===== src/rtl/mem_port_arbiter_pkg.sv =====
`default_nettype none
// ============================================================================
// Module      : mem_port_arbiter_pkg
// Description : Shared cache definitions for the memory port arbiter:
//               arbiter state encoding, default address/line widths and
//               the encoding of the round-robin history bit.
// Revision    : 1.0 - initial release
// ============================================================================
package mem_port_arbiter_pkg;

  // Default line address width and cache line width.
  localparam int ADDR_W_DEF = 32;
  localparam int LINE_W_DEF = 128;

  // Arbiter states.
  typedef enum logic [1:0] {
    ARB_IDLE   = 2'd0,
    ARB_ICACHE = 2'd1,
    ARB_DCACHE = 2'd2,
    ARB_KILL   = 2'd3
  } type_arb_states_e;

  // Round-robin history: which requester received the most recent grant.
  localparam logic GRANT_ICACHE = 1'b0;
  localparam logic GRANT_DCACHE = 1'b1;

  // Bit positions of the requesters in the two-bit req/grant vectors.
  localparam int REQ_ICACHE = 0;
  localparam int REQ_DCACHE = 1;

endpackage : mem_port_arbiter_pkg
`default_nettype wire


===== src/rtl/mem_port_arbiter_rr_arb2.sv =====
`default_nettype none
// ============================================================================
// Module      : rr_arb2
// Description : Two-way round-robin pick. A lone request is granted as-is;
//               on a tie the requester that did NOT win last time is chosen.
// Ports       : req[1:0]   - request vector (bit 0 icache, bit 1 dcache)
//               last_grant - requester granted most recently
//               grant[1:0] - one-hot grant (all zero when no request)
// Revision    : 1.0 - initial release
// ============================================================================
module rr_arb2
  import mem_port_arbiter_pkg::*;
(
  input  logic [1:0] req,
  input  logic       last_grant,
  output logic [1:0] grant
);

  always_comb begin
    grant = req;
    if (req == 2'b11) begin
      grant = (last_grant == GRANT_DCACHE) ? 2'b01 : 2'b10;
    end
  end

endmodule : rr_arb2
`default_nettype wire


===== src/rtl/mem_port_arbiter.sv =====
`default_nettype none
// ============================================================================
// Module      : mem_port_arbiter
// Description : Shares a single memory port between the icache (line
//               refills) and the dcache (allocates and writebacks).
//               One transaction owns the port at a time; ties are broken
//               round-robin. A requester may abort its own transaction
//               with kill, which is forwarded to memory, followed by a
//               one-cycle ARB_KILL quiet period.
// Ports       : clk, rst_n                 - clock, async active-low reset
//               icache2arb_req/addr/kill_i - icache refill request
//               arb2icache_ack_o           - icache refill data valid
//               dcache2arb_req/wr/addr/wdata/kill_i - dcache request
//               arb2dcache_ack_o           - dcache transaction complete
//               arb2mem_req/wr/addr/wdata/kill_o - shared memory port
//               mem2arb_ack_i, mem2arb_rdata_i   - memory completion/data
//               arb2icache_rdata_o, arb2dcache_rdata_o - read line fan-out
// Revision    : 1.0 - initial release
// ============================================================================
module mem_port_arbiter
  import mem_port_arbiter_pkg::*;
#(
  parameter int ADDR_W = ADDR_W_DEF,
  parameter int LINE_W = LINE_W_DEF
) (
  input  logic              clk,
  input  logic              rst_n,
  // icache
  input  logic              icache2arb_req_i,
  input  logic [ADDR_W-1:0] icache2arb_addr_i,
  input  logic              icache2arb_kill_i,
  output logic              arb2icache_ack_o,
  output logic [LINE_W-1:0] arb2icache_rdata_o,
  // dcache
  input  logic              dcache2arb_req_i,
  input  logic              dcache2arb_wr_i,
  input  logic [ADDR_W-1:0] dcache2arb_addr_i,
  input  logic [LINE_W-1:0] dcache2arb_wdata_i,
  input  logic              dcache2arb_kill_i,
  output logic              arb2dcache_ack_o,
  output logic [LINE_W-1:0] arb2dcache_rdata_o,
  // memory
  output logic              arb2mem_req_o,
  output logic              arb2mem_wr_o,
  output logic [ADDR_W-1:0] arb2mem_addr_o,
  output logic [LINE_W-1:0] arb2mem_wdata_o,
  output logic              arb2mem_kill_o,
  input  logic              mem2arb_ack_i,
  input  logic [LINE_W-1:0] mem2arb_rdata_i
);

  type_arb_states_e state_q, state_d;
  // Round-robin history (last_grant_ff): who was granted most recently.
  logic             last_grant_q, last_grant_d;

  logic [1:0]       req_eff;
  logic [1:0]       grant;

  // A requester killing in the same idle cycle is not eligible for a grant.
  assign req_eff[REQ_ICACHE] = icache2arb_req_i & ~icache2arb_kill_i;
  assign req_eff[REQ_DCACHE] = dcache2arb_req_i & ~dcache2arb_kill_i;

  rr_arb2 u_rr_arb2 (
    .req        (req_eff),
    .last_grant (last_grant_q),
    .grant      (grant)
  );

  // The read line is not owned by the arbiter; both caches see it as-is
  // and qualify it with their own ack.
  assign arb2icache_rdata_o = mem2arb_rdata_i;
  assign arb2dcache_rdata_o = mem2arb_rdata_i;

  always_ff @(posedge clk or negedge rst_n) begin
    if (!rst_n) begin
      state_q      <= ARB_IDLE;
      last_grant_q <= GRANT_DCACHE;  // icache wins the first tie
    end else begin
      state_q      <= state_d;
      last_grant_q <= last_grant_d;
    end
  end

  // Next-state and outputs. Every output is a function of the registered
  // state, so an asynchronous reset forces ARB_IDLE and therefore all-zero
  // outputs immediately.
  always_comb begin
    state_d          = state_q;
    last_grant_d     = last_grant_q;
    arb2mem_req_o    = 1'b0;
    arb2mem_wr_o     = 1'b0;
    arb2mem_addr_o   = '0;
    arb2mem_wdata_o  = '0;
    arb2mem_kill_o   = 1'b0;
    arb2icache_ack_o = 1'b0;
    arb2dcache_ack_o = 1'b0;

    unique case (state_q)
      ARB_IDLE: begin
        if (grant[REQ_ICACHE]) begin
          state_d      = ARB_ICACHE;
          last_grant_d = GRANT_ICACHE;
        end else if (grant[REQ_DCACHE]) begin
          state_d      = ARB_DCACHE;
          last_grant_d = GRANT_DCACHE;
        end
      end

      ARB_ICACHE: begin
        arb2mem_addr_o = icache2arb_addr_i;
        // Kill takes priority over a coincident memory ack.
        if (icache2arb_kill_i) begin
          arb2mem_kill_o = 1'b1;
          state_d        = ARB_KILL;
        end else begin
          arb2mem_req_o    = icache2arb_req_i;
          arb2icache_ack_o = mem2arb_ack_i;
          if (mem2arb_ack_i) begin
            state_d = ARB_IDLE;
          end
        end
      end

      ARB_DCACHE: begin
        arb2mem_wr_o    = dcache2arb_wr_i;
        arb2mem_addr_o  = dcache2arb_addr_i;
        arb2mem_wdata_o = dcache2arb_wdata_i;
        if (dcache2arb_kill_i) begin
          arb2mem_kill_o = 1'b1;
          state_d        = ARB_KILL;
        end else begin
          arb2mem_req_o    = dcache2arb_req_i;
          arb2dcache_ack_o = mem2arb_ack_i;
          if (mem2arb_ack_i) begin
            state_d = ARB_IDLE;
          end
        end
      end

      // Quiet cycle after a kill: a late memory ack belongs to the aborted
      // transaction and is dropped.
      ARB_KILL: begin
        state_d = ARB_IDLE;
      end

      default: begin
        state_d = ARB_IDLE;
      end
    endcase
  end

endmodule : mem_port_arbiter
`default_nettype wire


===== config.mk =====
export PLATFORM = sky130hd
export DESIGN_NAME = mem_port_arbiter
export DESIGN_NICKNAME = d
export VERILOG_FILES = /design/src/rtl/mem_port_arbiter_pkg.sv /design/src/rtl/mem_port_arbiter_rr_arb2.sv /design/src/rtl/mem_port_arbiter.sv
export SDC_FILE = /design/constraint.sdc
export NUM_CORES = 1
export LEC_CHECK = 0
export CAP_MARGIN = 20
export CORE_AREA = 2 2 295 297
export DETAILED_ROUTE_END_ITERATION = 8
export DIE_AREA = 0 0 297 299
export DONT_BUFFER_PORTS = 1
export GPL_TIMING_DRIVEN = 0
export HOLD_SLACK_MARGIN = 0.1
export MAX_ROUTING_LAYER = met4
export PLACE_DENSITY = 0.3
export SLEW_MARGIN = 20
export SYNTH_ARGS = -nofsm -noshare
export SYNTH_HDL_FRONTEND = slang
export SYNTH_SLANG_ARGS = --single-unit
export TNS_END_PERCENT = 5

===== constraint.sdc =====
create_clock -name clk -period 4.41 [get_ports clk]
set_clock_uncertainty 0.1 [all_clocks]
set_input_delay 0.882 -clock clk [delete_from_list [all_inputs] [get_ports clk]]
set_output_delay 0.882 -clock clk [all_outputs]
set_load 0.01 [all_outputs]

==> flow_summary.json <==
{
  "run_status": "finished, final reports clean",
  "synthCells": 509,
  "vias": 3319,
  "ctsHoldBuffers": 0,
  "drtAntennaViolNets": 0,
  "num_rows": 108,
  "clkTransAtPathRegs_ps": 30,
  "peakVddDrop_mv": 0.294,
  "ys_ff_latch": 3,
  "dr.pass1.iters": 4,
  "gp_congestion": 0.781,
  "cp-end-kind": "primary output",
  "drtIter0Drc": 129,
  "synth_cell_type_count": 22,
  "cts_resized": 0,
  "clk_path_buf_depth": 2,
  "grt_start_max_net_pins": 11,
  "finalSetupTns_ps": 0,
  "placement.io_buffers": 0,
  "ctsRootBufferMaster": "clkbuf_16",
  "hold_ws_ps": 253,
  "avgSynthCellArea_um2": 7.05,
  "relSlewSlack_pct": 42.0,
  "start_util_pct": 4.18,
  "crit_fanout": 10,
  "core-area_um2": 85900,
  "leakagePower_nw": 1.94,
  "grt_pass1_vias": 3000,
  "fillers": 10172,
  "p_total_mw": 2.00,
  "grt-ovfl-total": 0,
  "yosysWarnings": 0,
  "tightest_slew_ps": 869,
  "die_y_um": 299,
  "slew_viol_final": 0,
  "worstPathRequired_ps": 3430,
  "cts_sinks": 3,
  "drc": 0,
  "boundaryPins": 749,
  "cts_tree": "yes",
  "startpoint_type": "register",
  "drive_above_1_share_pct": 52.0,
  "cp.arrival_ps": 2930,
  "syn-cell-area_um2": 3590,
  "period_needed_ps": 3910,
  "syn_to_final_growth_pct": 43.6,
  "grt_use_total_pct": 4.60,
  "setup_violations": 0,
  "hp-class": "in -> async",
  "syn-num-nets": 843,
  "final_cell_mix": "buf_4, and2_1, nor2b_1",
  "dieArea_um2": 88800,
  "grt_pass1_wl_mm": 26.3,
  "fin_nets": 848,
  "cts_inserted_buffers": 3,
  "final_common_cell": "buf_4",
  "htree_levels": 1,
  "totalWireLength_mm": 22.5,
  "antenna_found_initial": 17,
  "max_freq_mhz": 256,
  "postLayoutCoreUtil_pct": 6.00,
  "ys_seq_area_share_pct": 2.13,
  "maxCapViolCount": 0,
  "powerDensity_nw_per_um2": 388,
  "grt_setup_unrepaired": "false",
  "postCtsSetupRepairBufs": 0,
  "die_width_um": 297,
  "reg2reg_depth": 7,
  "vias_per_cell": 1.97,
  "worst_skew_pair.late_latency_ps": 230,
  "routedWlPerCell_um": 13.3,
  "period_share_pct": 88.7,
  "critPathKind": "reg -> out",
  "dp_hpwl_mm": 21.1,
  "finalHoldViolCount": 0
}
-- logic make-up (layout without fill, tap and decap cells) --
kind of cell             after synthesis  count (layout)  share of synthesized area, %
AO/OA/AOI/OAI                         43              43                          8.68
buffers and inverters                283             287                          56.7
adder cells (fa/ha/maj)                6               6                          2.09
flip-flops                             3               3                          2.13
other                                  0              17                             0
AND/OR/NAND/NOR                      174             174                          30.4
-- cells in the mapped netlist (all sizes together) --
cell type | instances | area, um^2
buf | 263 | 1960
a22oi | 35 | 263
a21oi | 2 | 10.0
a31oi | 1 | 6.26
and2 | 129 | 807
ha | 6 | 75.1
dfstp | 1 | 26.3
o22ai | 1 | 6.26
o211ai | 1 | 7.51
nor2b | 37 | 231
nand2b | 1 | 6.26
nand3b | 1 | 7.51
and3b | 3 | 26.3
dfrtp | 2 | 50.1
inv | 2 | 7.51
nand2 | 1 | 3.75
nor2 | 1 | 3.75
o22a | 1 | 8.76
clkbuf | 18 | 67.6
o21ai | 2 | 10.0
or3 | 1 | 6.26
-- worst max-delay path, stage by stage (launching register included) --
cell and delay (ps):
dfrtp_1 400, inv_1 170, ha_1 600, buf_2 540, a22oi_1 260, nor2b_1 730
-- sequential cells by signal, summed over array words and instances, names as in the netlist --
| register | cells |
|---|---|
| state_q | 2 |
| last_grant_q | 1 |
-- where the power goes --
group          switching (mW)  internal, mW
combinational            1.19         0.603
sequential             0.0134        0.0456
clock                  0.0248         0.119
-- path summary, 6_finish.rpt --
| check | endpoint | start | slack [ps] |
|---|---|---|---|
| hold / removal | state_q[0] | rst_n | 250 |
| max in group asynchronous | last_grant_q | rst_n | 3790 |
| min in group clk | last_grant_q | last_grant_q | 430 |
| setup reg to reg | state_q[0] | state_q[0] | 2610 |
| setup / recovery | arb2mem_kill_o | state_q[0] | 500 |
| hold reg to reg | last_grant_q | last_grant_q | 430 |
-- layer usage --
| metal | up-vias | track usage (%) | share of wire [%] |
|---|---|---|---|
| li1 | 1371 | - | - |
| met2 | 405 | 8.07 | 52 |
| met1 | 1503 | 4.05 | 31 |
| met5 | - | - | 0 |
| met3 | 40 | 2.23 | 12 |
| met4 | 0 | 2.51 | 5.1 |
-- per-stage QoR --
stage               worst slack (ps)  cell area [um^2]  std cells
floorplan                       2050              3590        509
global placement                 479              5030       1664
detailed placement               475              5030       1664
CTS                              225              5110       1668
global route                     277              5150       1682
finish                           496              5160       1685
-- layout make-up --
class                   count  area (um^2)  share of cell area, %
plain buffers             281         2030                   39.3
inverters                   2         7.51                  0.146
multi-input cells         223         1480                   28.7
well taps                1155         1450                   28.0
flip-flops and latches      3         76.3                   1.48
diodes                     17         42.5                  0.825
clock buffers               4         78.8                   1.53
(Power assumes the default switching activity.)
